--- src/rtl/button_pulser_if.sv ---
// Purpose: groups the five raw button levels and the five single-cycle command
// pulses that button_pulser produces for cursor (up/down/left/right) and card_array (s).
// Ports: master = pulser side (raw in, pulses out); slave = board/consumer side (raw out, pulses in).
interface button_pulser_if;
  logic btn_up_raw;
  logic btn_down_raw;
  logic btn_left_raw;
  logic btn_right_raw;
  logic btn_s_raw;
  logic up;
  logic down;
  logic left;
  logic right;
  logic s;

  modport master (
    input  btn_up_raw, btn_down_raw, btn_left_raw, btn_right_raw, btn_s_raw,
    output up, down, left, right, s
  );

  modport slave (
    output btn_up_raw, btn_down_raw, btn_left_raw, btn_right_raw, btn_s_raw,
    input  up, down, left, right, s
  );
endinterface

--- src/rtl/button_pulser.sv ---
// Purpose: synchronizes and debounces five raw push-buttons, emitting one one-clock pulse per press.
// Latency: raw high before edge E -> pulse high in the cycle after edge E+DEBOUNCE_CYCLES+1.
// Backpressure: none; pulses are fire-and-forget, and losing direction pulses are dropped, not queued.
// Ports: clk, rst (synchronous, active-high); bus (button_pulser_if.master): btn_*_raw in, up/down/left/right/s out.
// Optional: define BUTTON_PULSER_AUTO_REPEAT_EN to add auto-repeat on held direction buttons.
module button_pulser #(
  parameter int DEBOUNCE_CYCLES = 16,
  parameter int CNT_W           = 20,
  parameter int REPEAT_DELAY    = 32,
  parameter int REPEAT_PERIOD   = 8
) (
  input  logic             clk,
  input  logic             rst,
  button_pulser_if.master  bus
);

  // Channel index: 0=up 1=down 2=left 3=right 4=s. Lower index wins among directions.
  localparam int NCH = 5;
  localparam logic [CNT_W-1:0] CNT_LAST = CNT_W'(DEBOUNCE_CYCLES - 1);

  if (DEBOUNCE_CYCLES < 2 || REPEAT_PERIOD < 1 || REPEAT_PERIOD > REPEAT_DELAY) begin : g_param_check
    $error("button_pulser: illegal DEBOUNCE_CYCLES/REPEAT_DELAY/REPEAT_PERIOD");
  end

  logic [NCH-1:0]   raw;
  logic [NCH-1:0]   sync1;
  logic [NCH-1:0]   sync2;
  logic [NCH-1:0]   stable;
  logic [CNT_W-1:0] cnt [NCH];
  logic [NCH-1:0]   accept;
  logic [NCH-1:0]   rise;
  logic [3:0]       rep;
  logic [3:0]       dir_req;
  logic [NCH-1:0]   pulse_nxt;
  logic [NCH-1:0]   pulse_q;

  assign raw = {bus.btn_s_raw, bus.btn_right_raw, bus.btn_left_raw,
                bus.btn_down_raw, bus.btn_up_raw};

  // A channel accepts its new level on the edge its mismatch count completes.
  always_comb begin
    accept = '0;
    for (int i = 0; i < NCH; i++) begin
      accept[i] = (sync2[i] != stable[i]) && (cnt[i] == CNT_LAST);
    end
  end

  // Only 0->1 acceptances are presses; releases are silent.
  assign rise = accept & sync2;

  // Direction arbitration: losers are discarded this cycle, their stable state still moves.
  always_comb begin
    dir_req      = rise[3:0] | rep;
    pulse_nxt    = '0;
    pulse_nxt[0] = dir_req[0];
    pulse_nxt[1] = dir_req[1] & ~dir_req[0];
    pulse_nxt[2] = dir_req[2] & ~(|dir_req[1:0]);
    pulse_nxt[3] = dir_req[3] & ~(|dir_req[2:0]);
    pulse_nxt[4] = rise[4];
  end

  always_ff @(posedge clk) begin
    if (rst) begin
      sync1   <= '0;
      sync2   <= '0;
      stable  <= '0;
      pulse_q <= '0;
      for (int i = 0; i < NCH; i++) begin
        cnt[i] <= '0;
      end
    end else begin
      sync1   <= raw;
      sync2   <= sync1;
      pulse_q <= pulse_nxt;
      for (int i = 0; i < NCH; i++) begin
        if (sync2[i] == stable[i]) begin
          cnt[i] <= '0;
        end else if (accept[i]) begin
          stable[i] <= sync2[i];
          cnt[i]    <= '0;
        end else begin
          cnt[i] <= cnt[i] + CNT_W'(1);
        end
      end
    end
  end

`ifdef BUTTON_PULSER_AUTO_REPEAT_EN
  localparam int HOLD_W = $clog2(REPEAT_DELAY + 1);
  localparam logic [HOLD_W-1:0] HOLD_LAST   = HOLD_W'(REPEAT_DELAY - 1);
  // Reloading to DELAY-PERIOD makes the next repeat land PERIOD edges later.
  localparam logic [HOLD_W-1:0] HOLD_RELOAD = HOLD_W'(REPEAT_DELAY - REPEAT_PERIOD);

  logic [HOLD_W-1:0] hold [4];

  // hold is 0 at the press edge, so it reads k-1 on the k-th edge after it.
  always_comb begin
    rep = '0;
    for (int i = 0; i < 4; i++) begin
      rep[i] = stable[i] && !accept[i] && (hold[i] == HOLD_LAST);
    end
  end

  always_ff @(posedge clk) begin
    if (rst) begin
      for (int i = 0; i < 4; i++) begin
        hold[i] <= '0;
      end
    end else begin
      for (int i = 0; i < 4; i++) begin
        if (accept[i] || !stable[i]) begin
          hold[i] <= '0;
        end else if (rep[i]) begin
          hold[i] <= HOLD_RELOAD;
        end else begin
          hold[i] <= hold[i] + HOLD_W'(1);
        end
      end
    end
  end
`else
  assign rep = '0;
`endif

  assign bus.up    = pulse_q[0];
  assign bus.down  = pulse_q[1];
  assign bus.left  = pulse_q[2];
  assign bus.right = pulse_q[3];
  assign bus.s     = pulse_q[4];

endmodule
--- src/flat_wrapper.sv ---
// flat-port wrapper written by rule: the top's interface ports become plain ports
module button_pulser_flat 
#(
  parameter int DEBOUNCE_CYCLES = 16,
  parameter int CNT_W           = 20,
  parameter int REPEAT_DELAY    = 32,
  parameter int REPEAT_PERIOD   = 8
)
  (clk, rst, bus_btn_up_raw, bus_btn_down_raw, bus_btn_left_raw, bus_btn_right_raw, bus_btn_s_raw, bus_up, bus_down, bus_left, bus_right, bus_s);
  button_pulser_if bus_i ();
  input  logic clk;
  input  logic rst;
  input wire logic [$bits(bus_i.btn_up_raw)-1:0] bus_btn_up_raw;
  input wire logic [$bits(bus_i.btn_down_raw)-1:0] bus_btn_down_raw;
  input wire logic [$bits(bus_i.btn_left_raw)-1:0] bus_btn_left_raw;
  input wire logic [$bits(bus_i.btn_right_raw)-1:0] bus_btn_right_raw;
  input wire logic [$bits(bus_i.btn_s_raw)-1:0] bus_btn_s_raw;
  output wire logic [$bits(bus_i.up)-1:0] bus_up;
  output wire logic [$bits(bus_i.down)-1:0] bus_down;
  output wire logic [$bits(bus_i.left)-1:0] bus_left;
  output wire logic [$bits(bus_i.right)-1:0] bus_right;
  output wire logic [$bits(bus_i.s)-1:0] bus_s;
  assign bus_i.btn_up_raw = bus_btn_up_raw;
  assign bus_i.btn_down_raw = bus_btn_down_raw;
  assign bus_i.btn_left_raw = bus_btn_left_raw;
  assign bus_i.btn_right_raw = bus_btn_right_raw;
  assign bus_i.btn_s_raw = bus_btn_s_raw;
  assign bus_up = bus_i.up;
  assign bus_down = bus_i.down;
  assign bus_left = bus_i.left;
  assign bus_right = bus_i.right;
  assign bus_s = bus_i.s;
  button_pulser #(.DEBOUNCE_CYCLES(DEBOUNCE_CYCLES), .CNT_W(CNT_W), .REPEAT_DELAY(REPEAT_DELAY), .REPEAT_PERIOD(REPEAT_PERIOD)) u_core (.clk(clk), .rst(rst), .bus(bus_i));
endmodule
--- config.mk ---
export PLATFORM = sky130hd
export DESIGN_NAME = button_pulser_flat
export DESIGN_NICKNAME = d
export VERILOG_FILES = /design/src/rtl/button_pulser_if.sv /design/src/rtl/button_pulser.sv /design/src/flat_wrapper.sv
export SDC_FILE = /design/constraint.sdc
export NUM_CORES = 1
export LEC_CHECK = 0
export CORE_ASPECT_RATIO = 0.9
export CORE_MARGIN = 1.5
export CORE_UTILIZATION = 50
export CTS_CLUSTER_SIZE = 16
export DETAILED_ROUTE_END_ITERATION = 12
export GPL_ROUTABILITY_DRIVEN = 0
export PLACE_DENSITY = 0.78
export RECOVER_POWER = 25
export SLEW_MARGIN = 25
export SYNTH_ARGS = -nofsm -noshare
export SYNTH_HDL_FRONTEND = slang
export SYNTH_SLANG_ARGS = --single-unit
export TNS_END_PERCENT = 20
--- constraint.sdc ---
create_clock -name clk -period 2.75 [get_ports clk]
set_input_delay 0.55 -clock clk [delete_from_list [all_inputs] [get_ports clk]]
set_output_delay 0.55 -clock clk [all_outputs]
set_load 0.03 [all_outputs]
* Yosys cells after proc, flatten, opt, wreduce, memory -nomap -nowiden
Memories as Yosys holds them, arrays and structs flattened.
Cells that the tools add are included.
** Word-level totals
- Bits of input ports :: 7
- Bits in read-only memories :: 0
- Bits in writable memories :: 100
- Word-level logic and storage cells :: 140
- Memories kept :: 1
- Flip-flop bits (word level) :: 20
- Bits in latches :: 0
- Output and inout port bits :: 5
** Cells by class
- Div/mod/pow operators :: 0
- Equal/unequal tests :: 15
- Muxes and demuxes :: 72
- Shifts and indexed selects :: 0
- Multipliers :: 0
- Add/subtract/negate cells :: 5
- Magnitude comparators :: 0
- Bitwise logic cells :: 27
- Reductions and logical operators :: 12
** Memories
- u_core.cnt :: depth 5, width 20, rd ports 5, clocked after memory_dff 0, write ports 5, RTL line button_pulser.sv:29 : logic [CNT_W-1:0] cnt [NCH];
** Operators with widths (count)
- $mux 20 :: 15
- $add 20x1->20 const B :: 5
- $eq 20x4->1 const B :: 5
- $mux 1 :: 57
- $or 1x1->1 :: 15
- $reduce_and 2->1 :: 5
- $not 1->1 :: 8
- $and 5x5->5 :: 1
- $eq 1x1->1 :: 5
- $logic_and 1x1->1 :: 5
- $ne 1x1->1 :: 5
- $and 1x1->1 :: 3
- $reduce_or 3->1 :: 1
- $reduce_or 2->1 :: 1

* Depth between registers and ports, before layout
Gate-level depths: netlist (run 1).
An unclocked memory read counts as a cell.
- Depth in word-level cells :: 9
- Depth in mapped cells :: 7

* Worst setup path after synthesis (run 1)
Ideal clock, no wire load.
- Path type :: register to register
- From :: memory u_core.cnt[3][13]
- To :: memory u_core.cnt[3][14] (data pin)
- Data arrival time :: 1719 ps
- Path slack :: 767 ps
- Path buffers :: 1
- Required time :: 2486 ps
- Stages on the path, launching flop included :: 6
- Cell sequence :: edfxtp_1 -> or4_1 -> or3_1 -> o21ai_1 -> buf_4 -> a21oi_1
** RTL lines (RTL line)
- start, declared :: button_pulser.sv:29

==> flow_summary.json, run 1 <==
{
  "critPathArrivalTime_ns": 2.49,
  "die_h_um": 110,
  "final_hold_viol_count": 0,
  "cts_tree": "yes",
  "rsz0062_at_grt": "false",
  "drtAntennaViolNets": 0,
  "post_cts_buffers": 0,
  "postSynthCellCount": 606,
  "h-tree-depth": 4,
  "reg2reg_depth": 5,
  "grt_overflow_total": 0,
  "clk_latency_ns": 0.42,
  "fp.coreArea_um2": 12200,
  "r2r-start": "u_core.cnt[1][13]$_SDFFCE_PN0P_",
  "synth_warnings": 0,
  "grt_usage_pct": 20.8,
  "dp.cells": 862,
  "ys_ff_latch": 120,
  "start_util_pct": 51.9,
  "port_buffers": 11,
  "cp_data_required_time_ns": 2.88,
  "multi_input_area_um2": 3130,
  "reg2reg_slack_ns": 0.39,
  "final_nets": 733,
  "skew_ns": 0.00615,
  "cp-end-kind": "register",
  "io_pins": 12,
  "critPathLaunchType": "register",
  "drcViolationCount": 0,
  "layoutNonFillerInstCount": 894,
  "finish.utilization_pct": 61.7,
  "synthTopCellsByArea": "edfxtp_1 48%, dfxtp_1 6.3%, xnor2_1 4.7%",
  "hold_path.class": "register to register",
  "synth_cell_types": 40,
  "antenna_cells": 0,
  "outcome": "completed",
  "setup_viol": 0,
  "numClockSinks": 120,
  "combPwrFrac_pct": 3.6,
  "fin_area_um2": 7510,
  "firstDrtPassIters": 5,
  "cts-root-buf": "clkbuf_16",
  "endpoint": "u_core.cnt[1][10]$_SDFFCE_PN0P_",
  "antenna_found_initial": 0,
  "clock_path_buffers": 2,
  "whs_ns": 0.433,
  "p_leak_nw": 2.53,
  "dieArea_um2": 13300,
  "fin_crit_ns": 2.36,
  "worstMarginPinSlew_ns": 0.844,
  "synth_top_area_share_pct": 47.5,
  "final_cell_mix": "100 x edfxtp_1, 100 x conb_1, 67 x nor2_1",
  "fin_crit_sh_pct": 86.0,
  "ir_drop_v": 0.000483,
  "cts-resized-gates": 0,
  "timing.setup.tns_ns": 0,
  "drt_iter0_drc": 361,
  "power.switching_mw": 0.953,
  "grt_pass1_vias": 4794,
  "drv_slew": 0,
  "startpoint": "u_core.cnt[1][13]$_SDFFCE_PN0P_",
  "cts_hold_buf": 0,
  "rows": 38,
  "netSwitchingFraction_pct": 21.4,
  "drive_gt1_share_pct": 5.04,
  "holdCritStartpoint": "u_core.sync1[4]$_SDFF_PP0_",
  "critPathMaxFanout": 20,
  "p_per_area_nw_per_um2": 594,
  "p_seq_share_pct": 47.8,
  "drv_cap": 0,
  "cts.clk_slew.worst_paths_ns": 0.06,
  "slew_headroom_pct": 43.7,
  "yosysTopAreaCell": "edfxtp_1",
  "areaGrowthSynthToFinish_pct": 18.8,
  "numCtsBuffers": 17,
  "setup.worst_path.class": "register to register",
  "vias_per_cell": 5.54,
  "max_clock_freq_mhz": 423,
  "vias": 4950,
  "syn_area_per_cell_um2": 10.4,
  "dieWidth_um": 121,
  "grt_start_max_net_pins": 21,
  "nFillCells": 1000,
  "internal_power_mw": 3.50,
  "seq_area_um2": 3400,
  "grt_pass1_wl_um": 21900,
  "dpl_cell_area_um2": 6950,
  "wl_per_cell_um": 14.0,
  "routed_wl_um": 12600,
  "place_hpwl_um": 8790,
  "netlist_area_um2": 6320,
  "seq_area_frac_synth_pct": 53.9,
  "reg2reg_to": "u_core.cnt[1][10]$_SDFFCE_PN0P_",
  "pwr-share-clk_pct": 48.6
}
## critical path, stage by stage (launching register included)
cell	delay, ns
edfxtp_1	0.50
nor4_1	0.45
nand4_1	0.20
o21ai_1	0.15
clkbuf_1	0.65
nor2_1	0.14
## layout make-up
class	instances	share of cell area, %
timing repair buffer	15	1.77
clock inverter	13	1.80
sequential	120	45.3
multi-input combinational	547	41.7
inverter	20	1.00
clock buffer	19	5.77
tap	160	2.67
## per-layer routing
metal / vias to the layer above / routed length, um / track usage (%)
met5: - / 0 / 0
li1: 2448 / - / -
met4: 0 / 226 / 8.99
met3: 23 / 566 / 4.46
met2: 133 / 6040 / 33.2
met1: 2346 / 5730 / 27.6
## Yosys cell counts (all sizes together)
cell / count
nor3: 8
and4: 11
edfxtp: 100
nand4: 23
or3: 19
nand2b: 6
or4: 27
conb: 1
nor2b: 11
o21ai: 22
nand4b: 2
or3b: 1
a41o: 1
or2: 2
inv: 20
a21oi: 43
nand3: 38
nand2: 30
o31ai: 22
dfxtp: 20
buf: 8
nor4b: 3
nor4: 31
xor2: 23
and2: 5
xnor2: 34
clkbuf: 10
ha: 5
nor2: 67
and3: 13
## metrics by stage
stage | power (mW) | worst slack (ns)
after global routing | 4.58 | 0.153
final | 4.46 | 0.385
after global placement | 2.31 | 0.585
after CTS | 4.47 | 0.468
after floorplan | 2.26 | 0.767
after detailed placement | 2.32 | 0.479
## power by group through the flow
stage               clock network [mW]  logic [mW]  registers (mW)
floorplan                            0       0.126            2.14
global placement                     0       0.150            2.16
detailed placement                   0       0.156            2.16
CTS                               2.18       0.158            2.13
global route                      2.26       0.187            2.14
finish                            2.17       0.162            2.13
## cells by family after synthesis
family	Yosys count	synth area share, %
other	1	0.0594
flip-flops	120	53.9
XOR/XNOR	57	7.90
adder cells (fa/ha/maj)	5	0.990
buffers and inverters	38	2.52
AO/OA/AOI/OAI	88	8.04
AND/OR/NAND/NOR	297	26.6
## flip-flops by register name, indices dropped and copies added (netlist names)
register	cells
u_core.cnt	100
u_core.sync2	5
u_core.sync1	5
u_core.pulse_q	5
u_core.stable	5
## worst min path at each step
stage	slack, ns	cells past startpoint	endpoint
after floorplan	0.41	1	u_core.sync2[0]$_SDFF_PP0_
final	0.43	1	u_core.sync2[4]$_SDFF_PP0_
after CTS	0.44	1	u_core.sync2[4]$_SDFF_PP0_
after global routing	0.46	1	u_core.sync2[4]$_SDFF_PP0_
after global placement	0.43	1	u_core.sync2[2]$_SDFF_PP0_
after detailed placement	0.43	1	u_core.sync2[0]$_SDFF_PP0_
(Power assumes the default switching activity.)
==> inputs of run 2 (changes only) <==
- GPL_ROUTABILITY_DRIVEN: 0 -> 1
- GPL_TIMING_DRIVEN: default -> 0
==> run 2 against run 1 <==
  * Final area rose by 1.1%
  * Global-route usage fell by 0.57 points
  * Sequential share of layout area fell by 0.51 points
  * Combinational power barely moved
  * Count of clock-buffer cells in the layout did not move
  * Clock skew fell by 0.00057 ns
  * Total power rose by 1.6%
  * Die area did not move
  * Largest cell class unchanged
  * Cell count rose by 1.6%
  * Routed wire length fell by 3.2%
  * Via count fell by 0.59%
  * Critical path type unchanged
==> flow_summary.json, run 2 (synthesis results as in run 1) <==
{
  "cts_tree": "yes",
  "skew_ns": 0.00558,
  "areaGrowthSynthToFinish_pct": 20.2,
  "numClockSinks": 120,
  "netSwitchingFraction_pct": 20.6,
  "power.switching_mw": 0.934,
  "place_hpwl_um": 8730,
  "drv_slew": 0,
  "drt_iter0_drc": 269,
  "fin_area_um2": 7590,
  "setup_viol": 0,
  "clk_latency_ns": 0.42,
  "grt_use_met2_pct": 32.6,
  "grt_overflow_total": 0,
  "vias": 4921,
  "grt_usage_pct": 20.2,
  "dieArea_um2": 13300,
  "finish.utilization_pct": 62.4,
  "port_buffers": 11,
  "internal_power_mw": 3.60,
  "ir_drop_v": 0.000409,
  "clock_path_buffers": 2,
  "post_cts_buffers": 0,
  "reg2reg_slack_ns": 0.29,
  "rows": 38,
  "cts-root-buf": "clkbuf_16",
  "firstDrtPassIters": 5,
  "cp-end-kind": "register",
  "outcome": "completed",
  "path_buf_inv": 1,
  "die_h_um": 110,
  "hold_path.class": "register to register",
  "cp_cell_sequence": "ha_1 -> and3_1 -> nand4_1 -> o21ai_1 -> buf_2 -> nor2_1",
  "p_seq_share_pct": 46.9,
  "combPwrFrac_pct": 3.6,
  "drive_gt1_share_pct": 6.02,
  "final_nets": 747,
  "max_clock_freq_mhz": 406,
  "numCtsBuffers": 17,
  "critPathLaunchType": "register",
  "routed_wl_um": 12200,
  "p_per_area_nw_per_um2": 597,
  "setup.worst_path.class": "register to register",
  "critPathArrivalTime_ns": 2.63,
  "grt_start_max_net_pins": 17,
  "dieWidth_um": 121,
  "rsz0062_at_grt": "false",
  "top_register": "u_core.cnt",
  "grt_pass1_vias": 4712,
  "worstMarginPinSlew_ns": 0.682,
  "drtAntennaViolNets": 0,
  "dpl_cell_area_um2": 7000,
  "whs_ns": 0.433,
  "gr-usage-met3_pct": 4.56,
  "p_leak_nw": 2.58,
  "cp_slowest_stage_delay_ns": 0.59,
  "cts_hold_buf": 0,
  "top_usage_layer": "met2",
  "grt_pass1_wl_um": 20900,
  "gr-usage-met1_pct": 25.7,
  "largest_reg_flops": 100,
  "fin_crit_ns": 2.46,
  "cp_data_required_time_ns": 2.92,
  "cts.clk_slew.worst_paths_ns": 0.05,
  "cp_slowest_cell": "o21ai_1",
  "h-tree-depth": 4,
  "timing.setup.tns_ns": 0,
  "drv_cap": 0,
  "wl_per_cell_um": 13.4,
  "antenna_cells": 0,
  "final_cell_mix": "100 x edfxtp_1, 100 x conb_1, 67 x nor2_1",
  "antenna_found_initial": 0,
  "cts-resized-gates": 0,
  "fin_crit_sh_pct": 89.6,
  "critPathTopFamily": "compound AO/OA/AOI/OAI gates",
  "pwr-share-clk_pct": 49.4,
  "critPathMaxFanout": 10,
  "final_hold_viol_count": 0,
  "fp.coreArea_um2": 12200,
  "start_util_pct": 51.9,
  "place_congestion": 0.880,
  "slew_headroom_pct": 54.3,
  "vias_per_cell": 5.42,
  "io_pins": 12,
  "drcViolationCount": 0
}
## run 2: cell types whose count changed in the layout (fill, tap and decap cells not counted), sizes merged
cell,before,now
clkbuf,21,29
buf,2,8
bufinv,3,4
clkdlybuf4s50,6,5
clkinvlp,1,0
dlygate4sd3,5,6
## run 2: routing by layer
layer / wire length, um / part of all wire [%]
met3: 513 / 4.2
met4: 312 / 2.6
met1: 5610 / 46
met2: 5720 / 47
met5: 0 / 0
## run 2: path summary, 6_finish.rpt
check	start	endpoint	depth (start not counted)
setup reg to reg	u_core.cnt[0][0]$_SDFFCE_PN0P_	u_core.cnt[0][9]$_SDFFCE_PN0P_	6
hold / removal	u_core.sync1[2]$_SDFF_PP0_	u_core.sync2[2]$_SDFF_PP0_	1
setup / recovery	u_core.cnt[0][0]$_SDFFCE_PN0P_	u_core.cnt[0][9]$_SDFFCE_PN0P_	6
hold reg to reg	u_core.sync1[2]$_SDFF_PP0_	u_core.sync2[2]$_SDFF_PP0_	1
## run 2: cell type report
type	count	area [um^2]
plain buffers	18	83.8
clock buffers	19	433
clock inverters	13	159
fillers	1018	4580
inverters	20	75.1
multi-input cells	547	3130
flip-flops and latches	120	3400
well taps	160	200
repair buffers	11	110
## run 2: power by group through the flow
stage	logic [mW]	registers [mW]	clock network [mW]
global placement	0.155	2.15	0
global route	0.191	2.14	2.33
finish	0.165	2.13	2.24
detailed placement	0.159	2.16	0
CTS	0.161	2.12	2.27
floorplan	0.126	2.14	0
## run 2: stage by stage
stage / cells / power (mW) / worst slack (ns)
finish: 908 / 4.53 / 0.286
CTS: 908 / 4.55 / 0.300
detailed placement: 876 / 2.32 / 0.328
global placement: 876 / 2.31 / 0.358
global route: 908 / 4.66 / 0.0988
floorplan: 705 / 2.26 / 0.767
